$ cat config.mk
export PLATFORM = sky130hd
export DESIGN_NAME = load_store_unit_flat
export DESIGN_NICKNAME = d
export VERILOG_FILES = /design/src/rtl/load_store_unit_if.sv /design/src/rtl/load_store_unit.sv /design/src/flat_wrapper.sv
export SDC_FILE = /design/constraint.sdc
export NUM_CORES = 1
export LEC_CHECK = 0
export CORE_MARGIN = 8
export CORE_UTILIZATION = 30
export CTS_BUF_LIST = sky130_fd_sc_hd__clkbuf_4
export DETAILED_ROUTE_END_ITERATION = 8
export DONT_BUFFER_PORTS = 1
export GPL_TIMING_DRIVEN = 0
export PLACE_DENSITY = 0.53
export SLEW_MARGIN = 40
export SYNTH_ARGS = -nofsm -noshare
export SYNTH_HDL_FRONTEND = slang
export SYNTH_SLANG_ARGS = --single-unit
$ cat constraint.sdc
create_clock -name i_clk -period 2.71 [get_ports i_clk]
set_clock_uncertainty 0.2 [all_clocks]
set_input_delay 0.271 -clock i_clk [delete_from_list [all_inputs] [get_ports i_clk]]
set_output_delay 0.271 -clock i_clk [all_outputs]
set_load 0.02 [all_outputs]
$ cat src/rtl/load_store_unit_if.sv
// CPU request/response channels, memory-controller data port and perf counters of the load/store unit.
// slave = LSU view, master = environment (CPU + controller) view.
interface load_store_unit_if;
    logic        i_req_valid;
    logic        o_req_ready;
    logic [31:0] i_req_addr;
    logic [31:0] i_req_wdata;
    logic        i_req_we;
    logic [1:0]  i_req_width;
    logic        i_req_zeroextend;

    logic        o_rsp_valid;
    logic        i_rsp_ready;
    logic [31:0] o_rsp_rdata;
    logic        o_rsp_fault;

    logic [31:0] o_mem_addr;
    logic [31:0] o_mem_wdata;
    logic [1:0]  o_mem_width;
    logic        o_mem_we;
    logic        o_mem_read_en;
    logic        o_mem_zeroextend;
    logic [31:0] i_mem_rdata;

    logic [31:0] o_load_count;
    logic [31:0] o_store_count;
    logic [31:0] o_fault_count;

    modport slave (
        input  i_req_valid, i_req_addr, i_req_wdata, i_req_we, i_req_width, i_req_zeroextend,
        input  i_rsp_ready, i_mem_rdata,
        output o_req_ready, o_rsp_valid, o_rsp_rdata, o_rsp_fault,
        output o_mem_addr, o_mem_wdata, o_mem_width, o_mem_we, o_mem_read_en, o_mem_zeroextend,
        output o_load_count, o_store_count, o_fault_count
    );

    modport master (
        output i_req_valid, i_req_addr, i_req_wdata, i_req_we, i_req_width, i_req_zeroextend,
        output i_rsp_ready, i_mem_rdata,
        input  o_req_ready, o_rsp_valid, o_rsp_rdata, o_rsp_fault,
        input  o_mem_addr, o_mem_wdata, o_mem_width, o_mem_we, o_mem_read_en, o_mem_zeroextend,
        input  o_load_count, o_store_count, o_fault_count
    );
endinterface

$ cat src/rtl/load_store_unit.sv
// Load/store unit: checks alignment/region, issues one-cycle memory access, returns response.
// Latency: load rsp 3 cycles after accept, store 2, fault 1. One request in flight; rsp held until i_rsp_ready.
// Optional perf counters enabled by LSU_PERF_COUNTERS_EN (ports tied to 0 otherwise).
module load_store_unit #(
    parameter logic [3:0] BROM_BASE = 4'h1,
    parameter logic [3:0] IMEM_BASE = 4'h2,
    parameter logic [3:0] DMEM_BASE = 4'h4,
    parameter logic [3:0] PERI_BASE = 4'h8
) (
    input logic               i_clk,
    input logic               i_rst_n,
    load_store_unit_if.slave  bus
);

    typedef enum logic [1:0] {
        IDLE  = 2'd0,
        ISSUE = 2'd1,
        WAIT  = 2'd2,
        RESP  = 2'd3
    } state_t;

    state_t      state_q, state_d;

    logic [31:0] mem_addr_q;
    logic [31:0] mem_wdata_q;
    logic [1:0]  mem_width_q;
    logic        mem_we_q;
    logic        mem_re_q;
    logic        mem_zx_q;
    logic        rsp_valid_q;
    logic [31:0] rsp_rdata_q;
    logic        rsp_fault_q;

    logic        accept;
    logic        misalign;
    logic        bad_region;
    logic        rom_store;
    logic        req_fault;
    logic [3:0]  nib;

    assign nib        = bus.i_req_addr[31:28];
    assign misalign   = ((bus.i_req_width == 2'd2) && bus.i_req_addr[0]) ||
                        (((bus.i_req_width == 2'd0) || (bus.i_req_width == 2'd3)) &&
                         (bus.i_req_addr[1:0] != 2'b00));
    assign bad_region = (nib != BROM_BASE) && (nib != IMEM_BASE) &&
                        (nib != DMEM_BASE) && (nib != PERI_BASE);
    assign rom_store  = bus.i_req_we && (nib == BROM_BASE);
    assign req_fault  = misalign || bad_region || rom_store;
    assign accept     = bus.i_req_valid && (state_q == IDLE);

    always_ff @(posedge i_clk or negedge i_rst_n) begin
        if (!i_rst_n) state_q <= IDLE;
        else          state_q <= state_d;
    end

    always_comb begin
        state_d = state_q;
        case (state_q)
            IDLE:    if (accept) state_d = req_fault ? RESP : ISSUE;
            ISSUE:   state_d = mem_we_q ? RESP : WAIT;
            WAIT:    state_d = RESP;
            RESP:    if (bus.i_rsp_ready) state_d = IDLE;
            default: state_d = IDLE;
        endcase
    end

    // Memory-port fields double as the capture registers: only legal requests
    // load them, so they keep the last issued access while idle or faulting.
    always_ff @(posedge i_clk or negedge i_rst_n) begin
        if (!i_rst_n) begin
            mem_addr_q  <= '0;
            mem_wdata_q <= '0;
            mem_width_q <= '0;
            mem_we_q    <= 1'b0;
            mem_re_q    <= 1'b0;
            mem_zx_q    <= 1'b0;
            rsp_valid_q <= 1'b0;
            rsp_rdata_q <= '0;
            rsp_fault_q <= 1'b0;
        end else begin
            mem_we_q <= 1'b0;
            mem_re_q <= 1'b0;
            if (accept && !req_fault) begin
                mem_addr_q  <= bus.i_req_addr;
                mem_wdata_q <= bus.i_req_wdata;
                mem_width_q <= bus.i_req_width;
                mem_zx_q    <= bus.i_req_zeroextend;
                mem_we_q    <= bus.i_req_we;
                mem_re_q    <= !bus.i_req_we;
            end
            if (accept && req_fault) begin
                rsp_valid_q <= 1'b1;
                rsp_fault_q <= 1'b1;
                rsp_rdata_q <= '0;
            end
            if ((state_q == ISSUE) && mem_we_q) begin
                rsp_valid_q <= 1'b1;
                rsp_fault_q <= 1'b0;
                rsp_rdata_q <= '0;
            end
            if (state_q == WAIT) begin
                rsp_valid_q <= 1'b1;
                rsp_fault_q <= 1'b0;
                rsp_rdata_q <= bus.i_mem_rdata;
            end
            if ((state_q == RESP) && bus.i_rsp_ready) begin
                rsp_valid_q <= 1'b0;
            end
        end
    end

    assign bus.o_req_ready      = (state_q == IDLE);
    assign bus.o_rsp_valid      = rsp_valid_q;
    assign bus.o_rsp_rdata      = rsp_rdata_q;
    assign bus.o_rsp_fault      = rsp_fault_q;
    assign bus.o_mem_addr       = mem_addr_q;
    assign bus.o_mem_wdata      = mem_wdata_q;
    assign bus.o_mem_width      = mem_width_q;
    assign bus.o_mem_we         = mem_we_q;
    assign bus.o_mem_read_en    = mem_re_q;
    assign bus.o_mem_zeroextend = mem_zx_q;

`ifdef LSU_PERF_COUNTERS_EN
    logic [31:0] load_cnt_q;
    logic [31:0] store_cnt_q;
    logic [31:0] fault_cnt_q;

    always_ff @(posedge i_clk or negedge i_rst_n) begin
        if (!i_rst_n) begin
            load_cnt_q  <= '0;
            store_cnt_q <= '0;
            fault_cnt_q <= '0;
        end else begin
            if ((state_q == ISSUE) && !mem_we_q) load_cnt_q  <= load_cnt_q + 32'd1;
            if ((state_q == ISSUE) && mem_we_q)  store_cnt_q <= store_cnt_q + 32'd1;
            if (accept && req_fault)             fault_cnt_q <= fault_cnt_q + 32'd1;
        end
    end

    assign bus.o_load_count  = load_cnt_q;
    assign bus.o_store_count = store_cnt_q;
    assign bus.o_fault_count = fault_cnt_q;
`else
    assign bus.o_load_count  = '0;
    assign bus.o_store_count = '0;
    assign bus.o_fault_count = '0;
`endif

endmodule

$ cat src/flat_wrapper.sv
// flat-port wrapper written by rule: the top's interface ports become plain ports
module load_store_unit_flat 
#(
    parameter logic [3:0] BROM_BASE = 4'h1,
    parameter logic [3:0] IMEM_BASE = 4'h2,
    parameter logic [3:0] DMEM_BASE = 4'h4,
    parameter logic [3:0] PERI_BASE = 4'h8
)
  (i_clk, i_rst_n, bus_i_req_valid, bus_i_req_addr, bus_i_req_wdata, bus_i_req_we, bus_i_req_width, bus_i_req_zeroextend, bus_i_rsp_ready, bus_i_mem_rdata, bus_o_req_ready, bus_o_rsp_valid, bus_o_rsp_rdata, bus_o_rsp_fault, bus_o_mem_addr, bus_o_mem_wdata, bus_o_mem_width, bus_o_mem_we, bus_o_mem_read_en, bus_o_mem_zeroextend, bus_o_load_count, bus_o_store_count, bus_o_fault_count);
  load_store_unit_if bus_i ();
  input logic i_clk;
  input logic i_rst_n;
  input wire logic [$bits(bus_i.i_req_valid)-1:0] bus_i_req_valid;
  input wire logic [$bits(bus_i.i_req_addr)-1:0] bus_i_req_addr;
  input wire logic [$bits(bus_i.i_req_wdata)-1:0] bus_i_req_wdata;
  input wire logic [$bits(bus_i.i_req_we)-1:0] bus_i_req_we;
  input wire logic [$bits(bus_i.i_req_width)-1:0] bus_i_req_width;
  input wire logic [$bits(bus_i.i_req_zeroextend)-1:0] bus_i_req_zeroextend;
  input wire logic [$bits(bus_i.i_rsp_ready)-1:0] bus_i_rsp_ready;
  input wire logic [$bits(bus_i.i_mem_rdata)-1:0] bus_i_mem_rdata;
  output wire logic [$bits(bus_i.o_req_ready)-1:0] bus_o_req_ready;
  output wire logic [$bits(bus_i.o_rsp_valid)-1:0] bus_o_rsp_valid;
  output wire logic [$bits(bus_i.o_rsp_rdata)-1:0] bus_o_rsp_rdata;
  output wire logic [$bits(bus_i.o_rsp_fault)-1:0] bus_o_rsp_fault;
  output wire logic [$bits(bus_i.o_mem_addr)-1:0] bus_o_mem_addr;
  output wire logic [$bits(bus_i.o_mem_wdata)-1:0] bus_o_mem_wdata;
  output wire logic [$bits(bus_i.o_mem_width)-1:0] bus_o_mem_width;
  output wire logic [$bits(bus_i.o_mem_we)-1:0] bus_o_mem_we;
  output wire logic [$bits(bus_i.o_mem_read_en)-1:0] bus_o_mem_read_en;
  output wire logic [$bits(bus_i.o_mem_zeroextend)-1:0] bus_o_mem_zeroextend;
  output wire logic [$bits(bus_i.o_load_count)-1:0] bus_o_load_count;
  output wire logic [$bits(bus_i.o_store_count)-1:0] bus_o_store_count;
  output wire logic [$bits(bus_i.o_fault_count)-1:0] bus_o_fault_count;
  assign bus_i.i_req_valid = bus_i_req_valid;
  assign bus_i.i_req_addr = bus_i_req_addr;
  assign bus_i.i_req_wdata = bus_i_req_wdata;
  assign bus_i.i_req_we = bus_i_req_we;
  assign bus_i.i_req_width = bus_i_req_width;
  assign bus_i.i_req_zeroextend = bus_i_req_zeroextend;
  assign bus_i.i_rsp_ready = bus_i_rsp_ready;
  assign bus_i.i_mem_rdata = bus_i_mem_rdata;
  assign bus_o_req_ready = bus_i.o_req_ready;
  assign bus_o_rsp_valid = bus_i.o_rsp_valid;
  assign bus_o_rsp_rdata = bus_i.o_rsp_rdata;
  assign bus_o_rsp_fault = bus_i.o_rsp_fault;
  assign bus_o_mem_addr = bus_i.o_mem_addr;
  assign bus_o_mem_wdata = bus_i.o_mem_wdata;
  assign bus_o_mem_width = bus_i.o_mem_width;
  assign bus_o_mem_we = bus_i.o_mem_we;
  assign bus_o_mem_read_en = bus_i.o_mem_read_en;
  assign bus_o_mem_zeroextend = bus_i.o_mem_zeroextend;
  assign bus_o_load_count = bus_i.o_load_count;
  assign bus_o_store_count = bus_i.o_store_count;
  assign bus_o_fault_count = bus_i.o_fault_count;
  load_store_unit #(.BROM_BASE(BROM_BASE), .IMEM_BASE(IMEM_BASE), .DMEM_BASE(DMEM_BASE), .PERI_BASE(PERI_BASE)) u_core (.i_clk(i_clk), .i_rst_n(i_rst_n), .bus(bus_i));
endmodule
# [Word level (Yosys, flattened, before mapping)]
# Index checks and enable logic that the tools add are counted.
[totals] input_bits=104 output_inout_bits=200 ff_bits=105 elab_cells=61
[classes] eq_ne=12 n_mux=16 n_reduce_logical=23
[ops] operator="32-bit two-way mux" n=3
[ops] operator="1-bit logical AND" n=11
[ops] operator="1-bit two-way mux" n=9
[ops] operator="2-bit == test (second input constant)" n=4
[ops] operator="2-bit one-hot mux with 4 select lines" n=1
[ops] operator="2-bit two-way mux" n=3
[ops] operator="4-bit by 1-bit == test with 1-bit output (second input constant)" n=1
[ops] operator="2-bit zero test" n=2
[ops] operator="1-bit logical OR" n=4
[ops] operator="4-bit by 1-bit inequality test with 1-bit output (second input constant)" n=1
[ops] operator="4-bit by 2-bit inequality test with 1-bit output (second input constant)" n=1
[ops] operator="4-bit by 3-bit inequality test with 1-bit output (second input constant)" n=1
[ops] operator="4-bit inequality test (second input constant)" n=1
[ops] operator="4-bit nonzero test" n=1
[ops] operator="3-bit nonzero test" n=1
[ops] operator="2-bit by 1-bit == test with 1-bit output (second input constant)" n=1
[ops] operator="1-bit zero test" n=2
[ops] operator="2-bit by 1-bit inequality test with 1-bit output (second input constant)" n=1
[ops] operator="2-bit inequality test (second input constant)" n=1
[ops] operator="2-bit AND reduction" n=1
[ops] operator="2-bit nonzero test" n=1

# [Depth between registers and ports, before layout]
[depth] ltp_word=11 ltp_mapped=8 ltp_nobuf=6

# [Least setup slack after synthesis]
# Ideal clock, no wire load.
[synth_path] path_kind="register -> register" startpoint="register u_core.state_q[0]" endpoint="register u_core.mem_wdata_q[10], in the netlist u_core.bus.o_mem_wdata[10]" path_stages_with_launch=8 n_path_buf=2 period_less_slack_ps=2228 path_slack_ps=482 t_required_ps=2383 setup_ps=127 arrival_ps=1900 path_cell_list="dfrtp_1 > inv_1 > ha_1 > nand2_1 > nor3_2 > buf_4 > buf_6 > mux2_1"
[synth_via] elab_chain_len=3
[synth_rtl] item="from (decl)" line="load_store_unit.sv:22" source="state_t state_q, state_d;"
[synth_rtl] item="from (signal assigned)" line="load_store_unit.sv:53" source="else state_q <= state_d;"
[synth_rtl] item="2-bit zero test"
[synth_rtl] item="via bus_o_req_ready" line="flat_wrapper.sv:21" source="output wire logic [$bits(bus_i.o_req_ready)-1:0] bus_o_req_ready;"
[synth_rtl] item="1-bit logical AND" line="load_store_unit.sv:49" source="assign accept = bus.i_req_valid && (state_q == IDLE);"
[synth_rtl] item="1-bit logical AND" line="load_store_unit.sv:83" source="if (accept && !req_fault) begin"
[synth_rtl] item="to (signal assigned)" line="load_store_unit.sv:85" source="mem_wdata_q <= bus.i_req_wdata;"
[synth_rtl] item="to (decl)" line="load_store_unit.sv:25" source="logic [31:0] mem_wdata_q;"
# The timed path passes the listed nets, and every way through them passes these cells.
# A chain may end at the register's enable or synchronous reset.

# [Worst setup path after layout]
[layout_path] startpoint="register u_core.state_q[1]" endpoint="register u_core.mem_wdata_q[11], in the netlist u_core.bus.o_mem_wdata[11]"
# Same word-level chain as after synthesis.

==> impl_results.md <==
- DP Wirelength: about 10000 microns
- Total power: 6.33 mW
- R2R cell count: 7
- TritonCTS buffer count: 9
- Syn Area/Cell: 13.4 sq um
- CP delay by family, top: simple AND/OR/NAND/NOR gates
- Net load switching power: 2.83 mW
- Worst hold path type: input port to asynchronous set/reset pin
- Delay of the slowest critical-path stage: about 0.45 ns
- Final WL: around 14000 microns
- Distinct cells, synth: 27
- Largest net degree at the start of global routing: 106
- Hold Fails Final Rpt: approximately 110
- Clk root buf: clkbuf_4
- # rows: 46
- DR vias/cell: between 4 and 5
- Worst Path Class, Setup: flop to flop
- Levels on crit path: 7
- H-Tree Depth: 3
- Part of the power in registers: 0.616
- Worst path slowest cell: dfrtp_1
- Final setup viols: 0
- Synthesized instance count: 351
- Postcts setup bufs: 0
- Type of origin of the critical path: flop
- Vias in the first global route: ~3600
- Status: finished with violations
- Seq. cell area: approximately 0.0026 sq mm
- Min Tclk post-route: about 2.5 ns
- Hold_ws: -0.718 ns
- Crit path capture type: flop
- FMAX: 400 MHz
- Total grt overflow: 0
- TritonCTS Sinks: 105
- Routed Antenna Nets: 0
- Port bufs: 0
- Vias: between 3000 and 4000
- Die X-Extent: 141 microns
- Arrival time at the worst endpoint: 2.66 ns
- Antenna Cells: 0
- Standby leakage power: roughly 3.3 nW
- GRT Overall Usage: 0.134
- Number of synthesis warnings: 0
- Clk slew on worst S/H paths: between 0.15 and 0.2 ns
- Flops & latches, synth: around 110
- Core box area: between 0.015 and 0.02 sq mm
- Max-cap check violation count: 0
- Final period util: 0.923
- Fill cell count: 1446
- Die Area: ~0.020 sq mm
- Cell area power density: 971 mW/mm^2
- Initial core utilization: 0.302
- Post-synthesis cell area: ~0.0047 sq mm
- CP Buf/Inv Count: 3
- Layout cells sized above 1: 0.325
- Sw Share: 0.447
- Synth top area share: 0.557
- Unrepaired setup endpoints after global routing: false
- Per-cell routed wire length: around 17 microns
- CTS Hold Bufs: 103
- Area leader, netlist: dfrtp_1
- Initial antenna violation count: 0
- Die Height: around 140 microns
- First-pass GRT wire length: between 20000 and 25000 microns
- Clock group share of total power: 0.125
- Worst endpoint required time: 2.86 ns
- Util after Layout: 0.418
- Drt drc: 0
- Synth-to-Final Area Change: 38.2%
- Ranking of synthesized cells by area: dfrtp_1 56%, buf_4 15%, mux2_2 14%
- Area of the multi-input gates: ~0.0016 sq mm
- Sequential cell area fraction in the yosys report: 0.557
- Max clock buf depth: 2
- Final #Nets: 669
- Maximum fanout along the worst path: 10
- DRT iter0 DRCs: 49
- Internal cell power: between 3 and 4 mW
- Worst-path cell chain: inv_1 -> ha_2 -> nand2_1 -> nor3_4 -> buf_4 -> buf_6 -> mux2_1
- GPL Wtd Cong: just under 0.8
- Comb pwr share: 0.259
- Ports: just over 300
- VDD IR max: between 0.4 and 0.5 mV
- DRT Pass-1 Iters: 4
- CTS tree: done
- Failing checks: hold timing
- Worst skew pair latency: 0.45 ns
- Pins Over Slew Limit: 0
==> layer usage <==
layer | global-route usage | part of all wire
met1 | 0.136 | 0.33
met3 | 0.0884 | 0.17
met4 | 0.0356 | 0.0096
met5 | 0 | 0
met2 | 0.224 | 0.49
==> layout make-up <==
type,count,area share
well taps,216,0.0415
repair buffers,103,0.158
flip-flops and latches,105,0.403
clock buffers,9,0.0104
multi-input cells,225,0.252
plain buffers,110,0.122
clock inverters,5,0.00884
inverters,6,0.00346
==> cell usage after synthesis <==
| cell type | count |
|---|---|
| o32ai_1 | 1 |
| inv_1 | 6 |
| mux2_2 | 59 |
| o22ai_2 | 1 |
| mux2_1 | 8 |
| a21oi_1 | 4 |
| dfrtp_1 | 105 |
| nor3_2 | 1 |
| nor2_1 | 2 |
| clkbuf_1 | 4 |
| nand2_1 | 4 |
| nor2b_1 | 1 |
| a21o_1 | 1 |
| nor4_1 | 1 |
| o32a_1 | 1 |
| o31ai_2 | 1 |
| buf_6 | 1 |
| and2_1 | 1 |
| a22o_1 | 32 |
| ha_1 | 5 |
| o31ai_1 | 2 |
| conb_1 | 1 |
| buf_2 | 8 |
| buf_4 | 97 |
| o21ai_0 | 1 |
| xor2_1 | 2 |
| a22oi_1 | 1 |
==> registers in the layout, summed over array words and instances (netlist names) <==
name,count
u_core.bus.o_mem_width,2
u_core.state_q,2
u_core.bus.o_mem_read_en,1
u_core.bus.o_mem_we,1
u_core.bus.o_mem_zeroextend,1
u_core.bus.o_rsp_valid,1
u_core.bus.o_rsp_rdata,32
u_core.bus.o_mem_addr,32
u_core.bus.o_mem_wdata,32
u_core.bus.o_rsp_fault,1
==> logic make-up after synthesis <==
group,share of synthesized area
AOI/OAI and AO/OA,0.0804
xor gates and xnor gates,0.00372
adders and majority gates,0.0133
buffers and inverters,0.173
DFF,0.557
muxes,0.160
other,0.000796
and+or+nand+nor,0.0109
==> through the flow <==
stage	hold slack [ns]	TNS, ns	setup WS (ns)	instances	area (sq um)
5_1_grt	-0.798	0	0.0408	779	6510
6_report	-0.718	0	0.209	779	6510
3_3_place_gp	-0.221	0	0.0293	662	5340
4_1_cts	-0.786	0	0.00734	779	6510
2_1_floorplan	-0.225	0	0.482	446	5070
3_5_place_dp	-0.221	-0.362	-0.0574	662	5340
==> final timing paths <==
| check | from | endpoint | slack, ns |
|---|---|---|---|
| max reg2reg | u_core.state_q[1] | u_core.bus.o_mem_wdata[11] | 0.21 |
| max | u_core.state_q[1] | u_core.bus.o_mem_wdata[11] | 0.21 |
| min | i_rst_n | u_core.bus.o_mem_addr[8] | -0.72 |
| min in group i_clk | bus_i_req_addr[28] | u_core.bus.o_rsp_fault | 0.12 |
| min reg2reg | u_core.state_q[0] | u_core.state_q[0] | 0.40 |
| max in group asynchronous | i_rst_n | u_core.bus.o_rsp_rdata[10] | 2.88 |
==> cells in the final DEF (no fill, tap or decap), drive strengths merged, types with 2 or more instances in the layout <==
cell type,instances
conb,96
o31ai,3
dfrtp,105
clkinv,3
mux2,67
a21oi,4
nand2,4
ha,5
a22o,32
nor2,2
clkbuf,13
buf,106
inv,7
xor2,2
dlygate4sd3,103
==> power by group through the flow <==
stage	clock network, mW	logic (mW)	registers [mW]
finish	0.791	1.64	3.90
detailed placement	0	1.50	3.94
global route	0.905	1.82	4.03
CTS	0.837	1.64	3.92
global placement	0	1.44	3.95
floorplan	0	1.27	3.66
==> timing repair <==
| action | in CTS | in global routing |
|---|---|---|
| gates resized for setup | 2 | 1 |
| endpoints found under the setup margin | 39 | 56 |
| hold endpoints to repair | 210 | 105 |
No activity file was read; power rests on OpenSTA's default activity.
